===== config.mk =====
export PLATFORM = sky130hd
export DESIGN_NAME = obstacle_scheduler
export DESIGN_NICKNAME = d
export VERILOG_FILES = /design/src/rtl/obstacle_scheduler.sv
export SDC_FILE = /design/constraint.sdc
export NUM_CORES = 1
export LEC_CHECK = 0
export BUFFER_PORTS_ARGS = -buffer_cell sky130_fd_sc_hd__clkbuf_2
export CAP_MARGIN = 5
export CORE_MARGIN = 2
export CORE_UTILIZATION = 43
export CTS_CLUSTER_DIAMETER = 30
export DETAILED_ROUTE_END_ITERATION = 8
export RECOVER_POWER = 50
export SYNTH_ARGS = -nofsm -noshare
export SYNTH_HDL_FRONTEND = slang
export SYNTH_SLANG_ARGS = --single-unit

===== constraint.sdc =====
create_clock -name clk -period 4.1 [get_ports clk]
set_input_delay 0 -clock clk [delete_from_list [all_inputs] [get_ports clk]]
set_output_delay 0 -clock clk [all_outputs]
set_load 0.05 [all_outputs]

===== src/rtl/obstacle_scheduler.sv =====
// obstacle_scheduler: multi-lane obstacle manager for the runner game.
// Each lane scrolls left by the current speed on every game tick while
// the game runs. New obstacles are spawned into the lowest free lane once
// enough distance has scrolled past. Spacing and type come from the LFSR,
// and speed ramps up with elapsed run time. All outputs are registered.
module obstacle_scheduler #(
  parameter int NUM_OBS          = 3,
  parameter int CONV             = 2,
  parameter int POS_W            = 10 - CONV,
  parameter int SPAWN_X          = 160,
  parameter int PARK_POS         = (1 << POS_W) - 1,
  parameter int MIN_GAP          = 40,
  parameter int NUM_TYPES        = 5,
  parameter int SPEED_INIT       = 1,
  parameter int SPEED_MAX        = 4,
  parameter int SPEED_STEP_TICKS = 600
) (
  input  logic                     clk,
  input  logic                     rst,
  input  logic                     i_game_tick,
  input  logic                     i_game_start_pulse,
  input  logic                     i_game_frozen,
  input  logic [7:0]               i_rng,
  output logic [NUM_OBS*POS_W-1:0] o_obs_pos,
  output logic [NUM_OBS*3-1:0]     o_obs_type,
  output logic [NUM_OBS-1:0]       o_obs_active,
  output logic [2:0]               o_speed,
  output logic                     o_spawn_pulse
);

  localparam int CNT_W = (SPEED_STEP_TICKS > 1) ? $clog2(SPEED_STEP_TICKS) : 1;

  localparam logic [POS_W-1:0] PARK_V       = POS_W'(PARK_POS);
  localparam logic [POS_W-1:0] SPAWN_V      = POS_W'(SPAWN_X);
  localparam logic [2:0]       SPEED_INIT_V = 3'(SPEED_INIT);
  localparam logic [2:0]       SPEED_MAX_V  = 3'(SPEED_MAX);
  localparam logic [7:0]       MIN_GAP_V    = 8'(MIN_GAP);
  localparam logic [CNT_W-1:0] CNT_LAST     = CNT_W'(SPEED_STEP_TICKS - 1);

  typedef enum logic [1:0] {
    ST_IDLE   = 2'd0,
    ST_RUN    = 2'd1,
    ST_FROZEN = 2'd2
  } state_e;

  // Folds a raw 3-bit random value into the valid type range.
  function automatic logic [2:0] map_type(input logic [2:0] raw);
    logic [2:0] res;
    if (raw < 3'(NUM_TYPES)) begin
      res = raw;
    end else begin
      res = raw - 3'(NUM_TYPES);
    end
    return res;
  endfunction

  state_e state_q, state_d;

  logic [POS_W-1:0] pos_q  [NUM_OBS];
  logic [POS_W-1:0] pos_d  [NUM_OBS];
  logic [2:0]       type_q [NUM_OBS];
  logic [2:0]       type_d [NUM_OBS];
  logic [NUM_OBS-1:0] active_q, active_d;
  logic [7:0]       gap_q, gap_d;
  logic [7:0]       thr_q, thr_d;
  logic [2:0]       speed_q, speed_d;
  logic [CNT_W-1:0] cnt_q, cnt_d;
  logic             pulse_q, pulse_d;

  logic               clear_s;
  logic               tick_run_s;
  logic [8:0]         gap_sum_s;
  logic [7:0]         gap_next_s;
  logic               spawn_s;
  logic [NUM_OBS-1:0] spawn_sel_s;
  logic               taken_s;
  logic               rng_unused_s;

  // Bit 3 of the random value plays no role in type or spacing selection.
  assign rng_unused_s = i_rng[3];

  // FSM state register.
  always_ff @(posedge clk) begin
    if (rst) begin
      state_q <= ST_IDLE;
    end else begin
      state_q <= state_d;
    end
  end

  // FSM next state: start always wins, frozen only matters while running.
  always_comb begin
    state_d = state_q;
    case (state_q)
      ST_IDLE: begin
        if (i_game_start_pulse) state_d = ST_RUN;
        else                    state_d = ST_IDLE;
      end
      ST_RUN: begin
        if (i_game_start_pulse) state_d = ST_RUN;
        else if (i_game_frozen) state_d = ST_FROZEN;
        else                    state_d = ST_RUN;
      end
      ST_FROZEN: begin
        if (i_game_start_pulse) state_d = ST_RUN;
        else                    state_d = ST_FROZEN;
      end
      default: state_d = ST_IDLE;
    endcase
  end

  // FSM outputs: clear on any start, advance only on a clean RUN tick.
  always_comb begin
    clear_s    = i_game_start_pulse;
    tick_run_s = 1'b0;
    if ((state_q == ST_RUN) && !i_game_start_pulse && !i_game_frozen && i_game_tick) begin
      tick_run_s = 1'b1;
    end else begin
      tick_run_s = 1'b0;
    end
  end

  // Saturating gap accumulation and spawn decision from pre-tick state.
  always_comb begin
    gap_sum_s  = {1'b0, gap_q} + {6'd0, speed_q};
    gap_next_s = gap_sum_s[8] ? 8'hFF : gap_sum_s[7:0];
    spawn_s    = (gap_next_s >= thr_q) && (|(~active_q));
  end

  // One-hot pick of the lowest lane that was free before this tick.
  always_comb begin
    taken_s     = 1'b0;
    spawn_sel_s = '0;
    for (int i = 0; i < NUM_OBS; i++) begin
      if (!active_q[i] && !taken_s) begin
        spawn_sel_s[i] = 1'b1;
        taken_s        = 1'b1;
      end else begin
        spawn_sel_s[i] = 1'b0;
      end
    end
  end

  // Datapath next state: clear, per-tick move/retire/spawn/speed, or hold.
  always_comb begin
    for (int i = 0; i < NUM_OBS; i++) begin
      pos_d[i]  = pos_q[i];
      type_d[i] = type_q[i];
    end
    active_d = active_q;
    gap_d    = gap_q;
    thr_d    = thr_q;
    speed_d  = speed_q;
    cnt_d    = cnt_q;
    pulse_d  = 1'b0;
    if (clear_s) begin
      for (int i = 0; i < NUM_OBS; i++) begin
        pos_d[i]  = PARK_V;
        type_d[i] = 3'd0;
      end
      active_d = '0;
      gap_d    = 8'hFF;
      thr_d    = MIN_GAP_V;
      speed_d  = SPEED_INIT_V;
      cnt_d    = '0;
    end else if (tick_run_s) begin
      // A lane retiring here stays free until the next tick.
      for (int i = 0; i < NUM_OBS; i++) begin
        if (active_q[i]) begin
          if (pos_q[i] >= POS_W'(speed_q)) begin
            pos_d[i] = pos_q[i] - POS_W'(speed_q);
          end else begin
            active_d[i] = 1'b0;
            pos_d[i]    = PARK_V;
          end
        end else if (spawn_s && spawn_sel_s[i]) begin
          active_d[i] = 1'b1;
          pos_d[i]    = SPAWN_V;
          type_d[i]   = map_type(i_rng[2:0]);
        end else begin
          pos_d[i] = pos_q[i];
        end
      end
      if (spawn_s) begin
        gap_d   = 8'd0;
        thr_d   = MIN_GAP_V + {4'd0, i_rng[7:4]};
        pulse_d = 1'b1;
      end else begin
        gap_d = gap_next_s;
      end
      if (cnt_q == CNT_LAST) begin
        cnt_d = '0;
        if (speed_q < SPEED_MAX_V) speed_d = speed_q + 3'd1;
        else                       speed_d = speed_q;
      end else begin
        cnt_d = cnt_q + CNT_W'(1);
      end
    end else begin
      pulse_d = 1'b0;
    end
  end

  // Datapath registers with synchronous reset to the cleared state.
  always_ff @(posedge clk) begin
    if (rst) begin
      for (int i = 0; i < NUM_OBS; i++) begin
        pos_q[i]  <= PARK_V;
        type_q[i] <= 3'd0;
      end
      active_q <= '0;
      gap_q    <= 8'hFF;
      thr_q    <= MIN_GAP_V;
      speed_q  <= SPEED_INIT_V;
      cnt_q    <= '0;
      pulse_q  <= 1'b0;
    end else begin
      for (int i = 0; i < NUM_OBS; i++) begin
        pos_q[i]  <= pos_d[i];
        type_q[i] <= type_d[i];
      end
      active_q <= active_d;
      gap_q    <= gap_d;
      thr_q    <= thr_d;
      speed_q  <= speed_d;
      cnt_q    <= cnt_d;
      pulse_q  <= pulse_d;
    end
  end

  for (genvar g = 0; g < NUM_OBS; g++) begin : g_pack
    assign o_obs_pos[g*POS_W +: POS_W] = pos_q[g];
    assign o_obs_type[g*3 +: 3]        = type_q[g];
  end

  assign o_obs_active  = active_q;
  assign o_speed       = speed_q;
  assign o_spawn_pulse = pulse_q;

endmodule


==> flow_metrics.tcl, run 1 <==
set metrics [dict create \
    drt_iter0_markers 121 \
    grt_overflow 0 \
    routed_wl_um 9040 \
    min_from "i_rng[2]" \
    die_w_um 96.1 \
    ys_seq_elements 65 \
    endpoint_kind "flip-flop" \
    violations "capacitance limit, slew limit" \
    tightest_slew_ns 1.94 \
    mostFrequentLayoutCells "dfxtp_1 (65), nand2_1 (56), a21oi_1 (43), clkbuf_1 (41), o21ai_0 (32)" \
    io_buffer_count 51 \
    ys.flop_type "dfxtp_1" \
    nFillCells 804 \
    powerDensity_nw_per_um2 324 \
    worst-setup-path-type "reg2reg" \
    setup_tns_ns 0 \
    ys.warnings.count 0 \
    status "finished with violations" \
    synth_edf_count 0 \
    cp-start-kind "flip-flop" \
    clkTransAtPathRegs_ns 0.07 \
    finalCriticalPeriod_ns 3.62 \
    setup_viol_count_final 0 \
    seq_area_um2 1300 \
    swShare 0.227 \
    cts_resized 0 \
    nets 534 \
    crit_buf_inv 0 \
    clk_path_buf_depth 2 \
    placed_area_um2 4000 \
    drive_above_1_share 0.0757 \
    num_vias 3413 \
    drt-wirelength-per-cell_um 14.9 \
    synthArstFlopShare 0 \
    slew_violations 30 \
    die_area_um2 9230 \
    total_leakage_power_nw 1.58 \
    switching_power_uw 312 \
    crit_required_ns 4.24 \
    finalCritPeriodShare 0.882 \
    syn_to_final_growth_pct 16.8 \
    fin_skew_ns 0.00725 \
    cts_tree "yes" \
    netlist_instances 441 \
    n_antenna_cell 0 \
    worstHoldPathType "in2reg" \
    via_per_inst 5.62 \
    cp.arrival_ns 3.76 \
    netlist_top_cells_area "dfxtp_1 (36%), ha_1 (6.9%), a21oi_1 (5.9%), nand2_1 (5.8%), o21ai_0 (4.4%)" \
    cts_max_level 3 \
    layout_commonest_cell "dfxtp_1" \
    ant_nets 0 \
    preCtsSetupSlack_ns 0.541 \
    ios 53 \
    multi_input_area_um2 2200 \
    fin_hold_ws_ns 0.0526 \
    yosys.area.top_type "dfxtp_1" \
    num_rows 33 \
    antenna_found_initial 0 \
    finalHoldViolCount 0 \
    cp_slowest_stage_delay_ns 0.50 \
    syn_area_um2 3640 \
    die_h_um 96.1 \
    p_int_mw 1.06 \
    p_comb_frac 0.053 \
    drc 0 \
    grt_pass1_wl_um 15000 \
    grt_pass1_vias 3151 \
    cp_max_fo 11 \
    start_util 0.443 \
    rsz0062_at_grt "no" \
    root_buffer "clkbuf_8" \
    grt_max_degree 30 \
    gp_congestion 0.839 \
    numCtsBuffers 9 \
    drt_pass1_iterations 4 \
    crit_slowest_cell "o21a_1" \
    path_cells "ha_1 > fa_1 > a21o_1 > nand3_1 > nand2_1 > ha_1 > a21oi_1 > o21ai_0 > a31oi_1 > o21a_1 > or4_1 > a21oi_1" \
    post_cts_buffers 0 \
    grtUsageTotal 0.211 \
    utilization 0.518 \
    rr_startpoint "o_speed[0]" \
    setup_ws_ns 0.484 \
    cp_top_family "compound AO/OA/AOI/OAI gates" \
    cts.sinks 65 \
    fin_area_um2 4260 \
    drv_cap 1 \
    peakVddDrop_uv 224 \
    ys_seq_area_frac 0.357 \
    ys_types 55 \
    avgSynthCellArea_um2 8.26 \
    seqPwrFrac 0.463 \
    hpwl_um 6400 \
    slew_headroom -0.290 \
    synth_nets 478 \
    core_um2 8220 \
    insertion_delay_ns 0.35 \
    synth.top_cell.area_share 0.357 \
    crit_start "o_speed[0]" \
    fmax_mhz 277 \
    clock_power_share 0.484 \
]
==> what timing repair did <==
action / in CTS / in global routing
endpoints found under the hold margin: 7 / 0
endpoints found under the setup margin: 0 / 0
hold buffers: 7 / 0
==> through the flow <==
| stage | cells | total power [mW] |
|---|---|---|
| final | 607 | 1.38 |
| after global routing | 607 | 1.43 |
| after CTS | 607 | 1.39 |
| after detailed placement | 584 | 0.720 |
| after global placement | 584 | 0.719 |
| after floorplan | 441 | 0.698 |
==> synth_stat cells, drive strengths merged (3+ instances only) <==
cell type	n
a211oi	3
nor3	10
a311o	5
ha	20
o21ai	34
and4b	3
nor2b	4
nand2	56
clkbuf	12
o211ai	4
nand4	9
a21oi	44
dfxtp	65
nor2	30
nand3b	7
inv	20
a21o	4
or3	7
a211o	4
or4	4
o31ai	10
fa	4
a31oi	5
mux2i	12
o311ai	4
xnor2	4
and3	6
buf	5
nand2b	9
xor2	7
nand3	10
==> power groups by stage <==
| stage | clock network [mW] | registers, mW | logic, mW |
|---|---|---|---|
| after global routing | 0.712 | 0.638 | 0.0829 |
| after floorplan | 0 | 0.654 | 0.0441 |
| after global placement | 0 | 0.652 | 0.0669 |
| final | 0.666 | 0.638 | 0.0733 |
| after CTS | 0.682 | 0.637 | 0.0735 |
| after detailed placement | 0 | 0.652 | 0.0680 |
==> per-layer routing <==
metal,up-vias,track usage,wire (um),share of wire
li1,1724,-,-,-
met1,1602,0.272,4310,0.48
met2,76,0.347,4180,0.46
met3,11,0.0509,428,0.047
met4,0,0.0643,129,0.014
met5,-,0,0,0
==> area by class of cell <==
type | count | area share
clock buffers | 9 | 0.0291
clock inverters | 7 | 0.0279
inverters | 20 | 0.0176
multi-input cells | 339 | 0.517
flip-flops and latches | 65 | 0.306
well taps | 105 | 0.0309
repair buffers | 62 | 0.0714
==> registers in the layout, summed over array words and instances (netlist names) <==
register	flops
pos_q	24
cnt_q	10
type_q	9
gap_q	8
thr_q	5
o_obs_active	3
o_speed	3
state_q	2
o_spawn_pulse	1
==> cells by family (layout without fill, tap and decap cells) <==
logic type	count (synthesis)	count (layout)	share of synthesized area
buffers and inverters	37	98	0.0391
muxes	12	12	0.0330
xor gates and xnor gates	11	11	0.0264
AOI/OAI and AO/OA	129	129	0.222
and+or+nand+nor	163	163	0.231
adders and majority gates	24	24	0.0907
DFF	65	65	0.357
==> worst paths after layout <==
check	end	slack, ns	depth (start not counted)
worst max-delay path	o_obs_active[1]	0.48	12
worst min-delay path	type_q[0][5]	0.05	3
worst min register to register	type_q[0][2]	0.46	2
worst max register to register	o_obs_active[1]	0.48	12
==> worst min-delay path, stage by stage <==
cell and delay (ns):
clkbuf_2 0.12, o211ai_1 0.14, mux2i_1 0.09
No activity file was read; power rests on OpenSTA's default activity.
==> run 2: changes to the inputs <==
HOLD_SLACK_MARGIN = 0.08   (was unset)
PLACE_DENSITY_LB_ADDON = 0.12   (was unset)
==> flow_metrics.tcl, run 2 (synthesis gave the netlist of run 1 again) <==
set metrics [dict create \
    fin_area_um2 4240 \
    nets 537 \
    drc 0 \
    setup_viol_count_final 0 \
    finalHoldViolCount 0 \
    crit_slowest_cell "or4_1" \
    r2r-end "type_q[0][5]" \
    drt_pass1_iterations 4 \
    grt_overflow 0 \
    die_area_um2 9230 \
    fin_cells 609 \
    num_vias 3410 \
    cp.arrival_ns 3.65 \
    cp_slowest_stage_delay_ns 0.57 \
    crit_required_ns 4.31 \
    crit_buf_inv 0 \
    clkTransAtPathRegs_ns 0.07 \
    dp.cells 586 \
    nFillCells 829 \
    worstHoldPathType "in2reg" \
    drt_iter0_markers 173 \
    endpoint_kind "flip-flop" \
    total_leakage_power_nw 1.58 \
    largest-register "pos_q" \
    slew_violations 30 \
    grt_max_degree 30 \
    r2r_cells 12 \
    start_util 0.443 \
    post_cts_buffers 0 \
    fin_skew_ns 0.0113 \
    numCtsBuffers 9 \
    syn_to_final_growth_pct 16.2 \
    io_buffer_count 51 \
    drt-wirelength-per-cell_um 14.9 \
    switching_power_uw 292 \
    grt_pass1_vias 3223 \
    cp-start-kind "flip-flop" \
    cts_max_level 3 \
    clock_power_share 0.438 \
    peakVddDrop_uv 159 \
    reg_top3 "pos_q x24, cnt_q x10, type_q x9" \
    fmax_mhz 291 \
    gp_congestion 0.864 \
    powerDensity_nw_per_um2 299 \
    drv_cap 1 \
    largest_reg_flops 24 \
    worst-setup-path-type "reg2reg" \
    core_um2 8220 \
    fin_hold_ws_ns 0.153 \
    grtUsageTotal 0.210 \
    placed_area_um2 4010 \
    root_buffer "clkbuf_8" \
    min_from "i_rng[1]" \
    mostFrequentLayoutCells "dfxtp_1 (65), nand2_1 (56), a21oi_1 (43), clkbuf_1 (43), o21ai_0 (32)" \
    p_comb_frac 0.058 \
    routed_wl_um 9060 \
    finalCriticalPeriod_ns 3.43 \
    hpwl_um 6420 \
    setup_tns_ns 0 \
    insertion_delay_ns 0.34 \
    via_per_inst 5.60 \
    antenna_found_initial 0 \
    ant_nets 0 \
    rr_startpoint "o_speed[0]" \
    cts_tree "yes" \
    utilization 0.515 \
    n_antenna_cell 0 \
    finalCritPeriodShare 0.837 \
    seq_area_um2 1300 \
    multi_input_area_um2 2200 \
    slew_headroom -0.181 \
    grt_pass1_wl_um 15000 \
    cts.sinks 65 \
    num_rows 33 \
    path_cells "ha_1 > fa_1 > a21o_1 > nand3_1 > nand2_1 > ha_1 > nand2_1 > o21ai_0 > a31oi_1 > o21a_1 > or4_1 > mux2i_1" \
    die_w_um 96.1 \
    cp_max_fo 6 \
    die_h_um 96.1 \
    swShare 0.231 \
    r2r_setup_slack_ns 0.67 \
    seqPwrFrac 0.504 \
    ios 53 \
    status "finished with violations" \
    hold_depth 5 \
    tightest_slew_ns 1.77 \
    p_int_uw 974 \
    violations "capacitance limit, slew limit" \
    cp_top_family "adder cells" \
    drive_above_1_share 0.0734 \
    rsz0062_at_grt "no" \
    clk_path_buf_depth 2 \
    whs_endpoint "type_q[0][0]" \
    layout_commonest_cell "dfxtp_1" \
]
run 2: worst reg2reg max path: stages, from the launching register on:
cell     delay (ns)
dfxtp_1        0.32
ha_1           0.23
fa_1           0.42
a21o_1         0.23
nand3_1        0.21
nand2_1        0.11
ha_1           0.31
nand2_1        0.05
o21ai_0        0.16
a31oi_1        0.22
o21a_1         0.33
or4_1          0.57
mux2i_1        0.17
run 2: power groups by stage:
stage               logic (mW)  registers [mW]  clock network (mW)
floorplan               0.0441           0.654                   0
global placement        0.0670           0.652                   0
detailed placement      0.0685           0.652                   0
CTS                     0.0749           0.638               0.572
global route            0.0834           0.638               0.595
finish                  0.0736           0.638               0.555
run 2: worst max path at each step:
stage	from	end	slack, ns	cells past startpoint
after global placement	o_speed[0]	type_q[0][5]	0.70	12
after CTS	o_speed[0]	type_q[0][5]	0.64	12
after global routing	o_speed[0]	o_obs_active[1]	0.38	12
after floorplan	o_speed[0]	pos_q[0][4]	0.80	12
final	o_speed[0]	type_q[0][5]	0.67	12
after detailed placement	o_speed[0]	type_q[0][5]	0.67	12
run 2: cell type report:
cell class	instances	area share
Clock buffer	13	0.0375
Clock inverter	2	0.00886
Inverter	20	0.0177
Multi-Input combinational cell	339	0.520
Sequential cell	65	0.307
Tap cell	105	0.0310
Timing Repair Buffer	65	0.0777
run 2: what timing repair did:
item                                   4_1_cts  5_1_grt
endpoints found under the hold margin       10        0
hold buffers                                 8        0
resized for setup                            0        0
run 2: stage by stage:
| step | worst slack (ns) | power, mW |
|---|---|---|
| after floorplan | 0.802 | 0.698 |
| after global placement | 0.696 | 0.719 |
| after detailed placement | 0.673 | 0.721 |
| after CTS | 0.643 | 1.28 |
| after global routing | 0.382 | 1.32 |
| final | 0.669 | 1.27 |
run 2: layer usage:
layer	wire (um)	part of all wire	global-route usage
met5	0	0	0
met1	4290	0.47	0.271
met4	189	0.021	0.0655
met2	4170	0.46	0.339
met3	405	0.045	0.0579
==> run 3: changes to the inputs <==
ABC_AREA = 1   (was unset)
clock period = 3.1 ns   (was 4.1 ns; I/O delays follow)
==> flow_metrics.tcl, run 3 <==
set metrics [dict create \
    synth_nets 550 \
    fmax_mhz 348 \
    drive_above_1_share 0.125 \
    netlist_instances 513 \
    cp-start-kind "flip-flop" \
    peakVddDrop_uv 197 \
    drv_cap 0 \
    die_h_um 97.0 \
    drt_iter0_markers 119 \
    cts.sinks 65 \
    crit_buf_inv 2 \
    worstHoldPathType "in2reg" \
    nFillCells 819 \
    via_per_inst 5.11 \
    powerDensity_nw_per_um2 399 \
    cts_tree "yes" \
    ys_seq_elements 65 \
    ios 53 \
    synth.top_cell.area_share 0.350 \
    netlist_top_cells_area "dfxtp_1 (35%), nand2_1 (9.0%), inv_1 (7.6%), ha_1 (6.7%), nand3_1 (6.6%)" \
    hpwl_um 6520 \
    largest_reg_flops 24 \
    n_antenna_cell 0 \
    numCtsBuffers 9 \
    ant_nets 0 \
    num_rows 33 \
    die_area_um2 9400 \
    grt_overflow 0 \
    nets 624 \
    total_power_mw 1.77 \
    ys_types 41 \
    setup_viol_count_final 0 \
    cp_top_family "simple AND/OR/NAND/NOR gates" \
    num_vias 3565 \
    ys.flop_type "dfxtp_1" \
    crit_required_ns 3.32 \
    endpoint_kind "flip-flop" \
    synthArstFlopShare 0 \
    largest-register "pos_q" \
    finalCritPeriodShare 0.928 \
    core_um2 8300 \
    cp_max_fo 8 \
    cts_max_level 3 \
    tightest_slew_ns 0.882 \
    layout_commonest_cell "nand2_1" \
    syn_to_final_growth_pct 19.1 \
    synth_edf_count 0 \
    top_usage_layer "met2" \
    antenna_found_initial 0 \
    die_w_um 97.0 \
    drt-wirelength-per-cell_um 12.9 \
    slew_violations 0 \
    crit_slowest_cell "fa_2" \
    avgSynthCellArea_um2 7.24 \
    ys_seq_area_frac 0.350 \
    grtUsageMet3 0.0361 \
    grt_pass1_wl_um 15300 \
    slew_headroom 0.410 \
    grt_max_degree 26 \
    reg_top3 "pos_q x24, cnt_q x10, type_q x9" \
    ys.warnings.count 0 \
    grt_pass1_vias 3339 \
    total_leakage_power_nw 1.95 \
    utilization 0.533 \
    status "finished clean" \
    path_cells "ha_4 > fa_2 > nand2_2 > nand2_4 > nand4_2 > inv_1 > or2_4 > ha_4 > nand2_1 > nand3_2 > nand2_1 > nand2_1 > nand2_1 > nand2_1 > nand2_2 > nand2_8 > nand3_4 > buf_4 > nand3_1 > nand3_1" \
    fin_skew_ns 0.00941 \
    start_util 0.448 \
    clkTransAtPathRegs_ns 0.08 \
    seq_area_um2 1300 \
    use_met1 0.262 \
    worst-setup-path-type "reg2reg" \
    drt_pass1_iterations 4 \
    yosys.area.top_type "dfxtp_1" \
    mostFrequentLayoutCells "nand2_1 (88), inv_1 (75), dfxtp_1 (63), nand3_1 (49), nor2_1 (48)" \
    use_met2 0.310 \
    finalHoldViolCount 0 \
    insertion_delay_ns 0.35 \
    gp_congestion 0.896 \
    grtUsageTotal 0.197 \
    clk_path_buf_depth 2 \
    crit_top_cell "nand2_1" \
    cp.arrival_ns 3.10 \
    syn_area_um2 3720 \
    cp_slowest_stage_delay_ns 0.39 \
    multi_input_area_um2 2100 \
    finalCriticalPeriod_ns 2.88 \
    synth.most_common_cell "nand2_1" \
    drc 0 \
    root_buffer "clkbuf_8" \
    synth_common_cells "nand2_1 (89), inv_1 (75), dfxtp_1 (65)" \
    io_buffer_count 51 \
    routed_wl_um 9000 \
]
[run 3: changes by cell type after synthesis, moves of 6 or more]
cell	change
o31ai_1	-6
clkbuf_1	-7
nand3b_1	-6
nand2_1	+33
and3_1	-6
nor2_1	+18
inv_1	+55
nand2b_1	-9
mux2i_1	-12
or3_1	-7
nand3_1	+39
nand2_2	+7
[run 3: final timing paths]
path,from,depth (start not counted),slack (ns),endpoint
worst max-delay path,o_speed[0],20,0.22,pos_q[0][17]
worst min-delay path,i_rng[1],6,0.13,type_q[0][2]
worst max register to register,o_speed[0],20,0.22,pos_q[0][17]
worst min register to register,thr_q[4],2,0.47,thr_q[4]
[run 3: layout make-up]
| type | instances | area share |
|---|---|---|
| Clock buffer | 9 | 0.0280 |
| Multi-Input combinational cell | 362 | 0.475 |
| Clock inverter | 7 | 0.0215 |
| Tap cell | 105 | 0.0297 |
| Inverter | 79 | 0.0678 |
| Timing Repair Buffer | 70 | 0.0837 |
| Sequential cell | 65 | 0.295 |
[run 3: kinds of logic (layout without fill, tap and decap cells)]
| kind of cell | after synthesis | count (layout) | synth area share |
|---|---|---|---|
| adders and majority gates | 24 | 24 | 0.0889 |
| xor gates and xnor gates | 6 | 6 | 0.0141 |
| DFF | 65 | 65 | 0.350 |
| and+or+nand+nor | 236 | 236 | 0.318 |
| buffers and inverters | 86 | 165 | 0.0879 |
| AOI/OAI and AO/OA | 96 | 96 | 0.141 |
[run 3: repair_timing]
| action | 4_1_cts | 5_1_grt |
|---|---|---|
| hold endpoints to repair | 10 | 0 |
| setup buffers | 0 | 4 |
| endpoints found under the setup margin | 0 | 40 |
| gates resized for setup | 0 | 13 |
| hold buffers | 9 | 0 |
[run 3: worst register-to-register path, stage by stage (launching register included)]
cell     delay (ns)
dfxtp_2        0.34
ha_4           0.17
fa_2           0.39
nand2_2        0.10
nand2_4        0.07
nand4_2        0.09
inv_1          0.06
or2_4          0.24
ha_4           0.27
nand2_1        0.06
nand3_2        0.08
nand2_1        0.06
nand2_1        0.06
nand2_1        0.05
nand2_1        0.06
nand2_2        0.08
nand2_8        0.13
nand3_4        0.11
buf_4          0.19
nand3_1        0.07
nand3_1        0.07
[run 3: layer usage]
metal | vias up | wire, um
li1 | 1857 | -
met1 | 1611 | 4370
met2 | 77 | 4030
met3 | 20 | 331
met4 | 0 | 262
met5 | - | 0
[run 3: report_power, final]
| part | leakage (nW) | switching (mW) | internal (mW) |
|---|---|---|---|
| clock | 0.109 | 0.361 | 0.452 |
| combinational | 1.32 | 0.0687 | 0.0425 |
| sequential | 0.525 | 0.00377 | 0.839 |
[run 3: metrics by stage]
stage               hold slack [ns]  setup WS (ns)  setup TNS, ns  instances  cell area, um2
floorplan                     0.140          0.130              0        513            3720
global placement              0.235          0.168              0        668            4120
detailed placement            0.236         0.0474              0        668            4120
CTS                           0.125         0.0271              0        693            4430
global route                  0.156       -0.00468       -0.00468        697            4430
finish                        0.129          0.223              0        697            4430
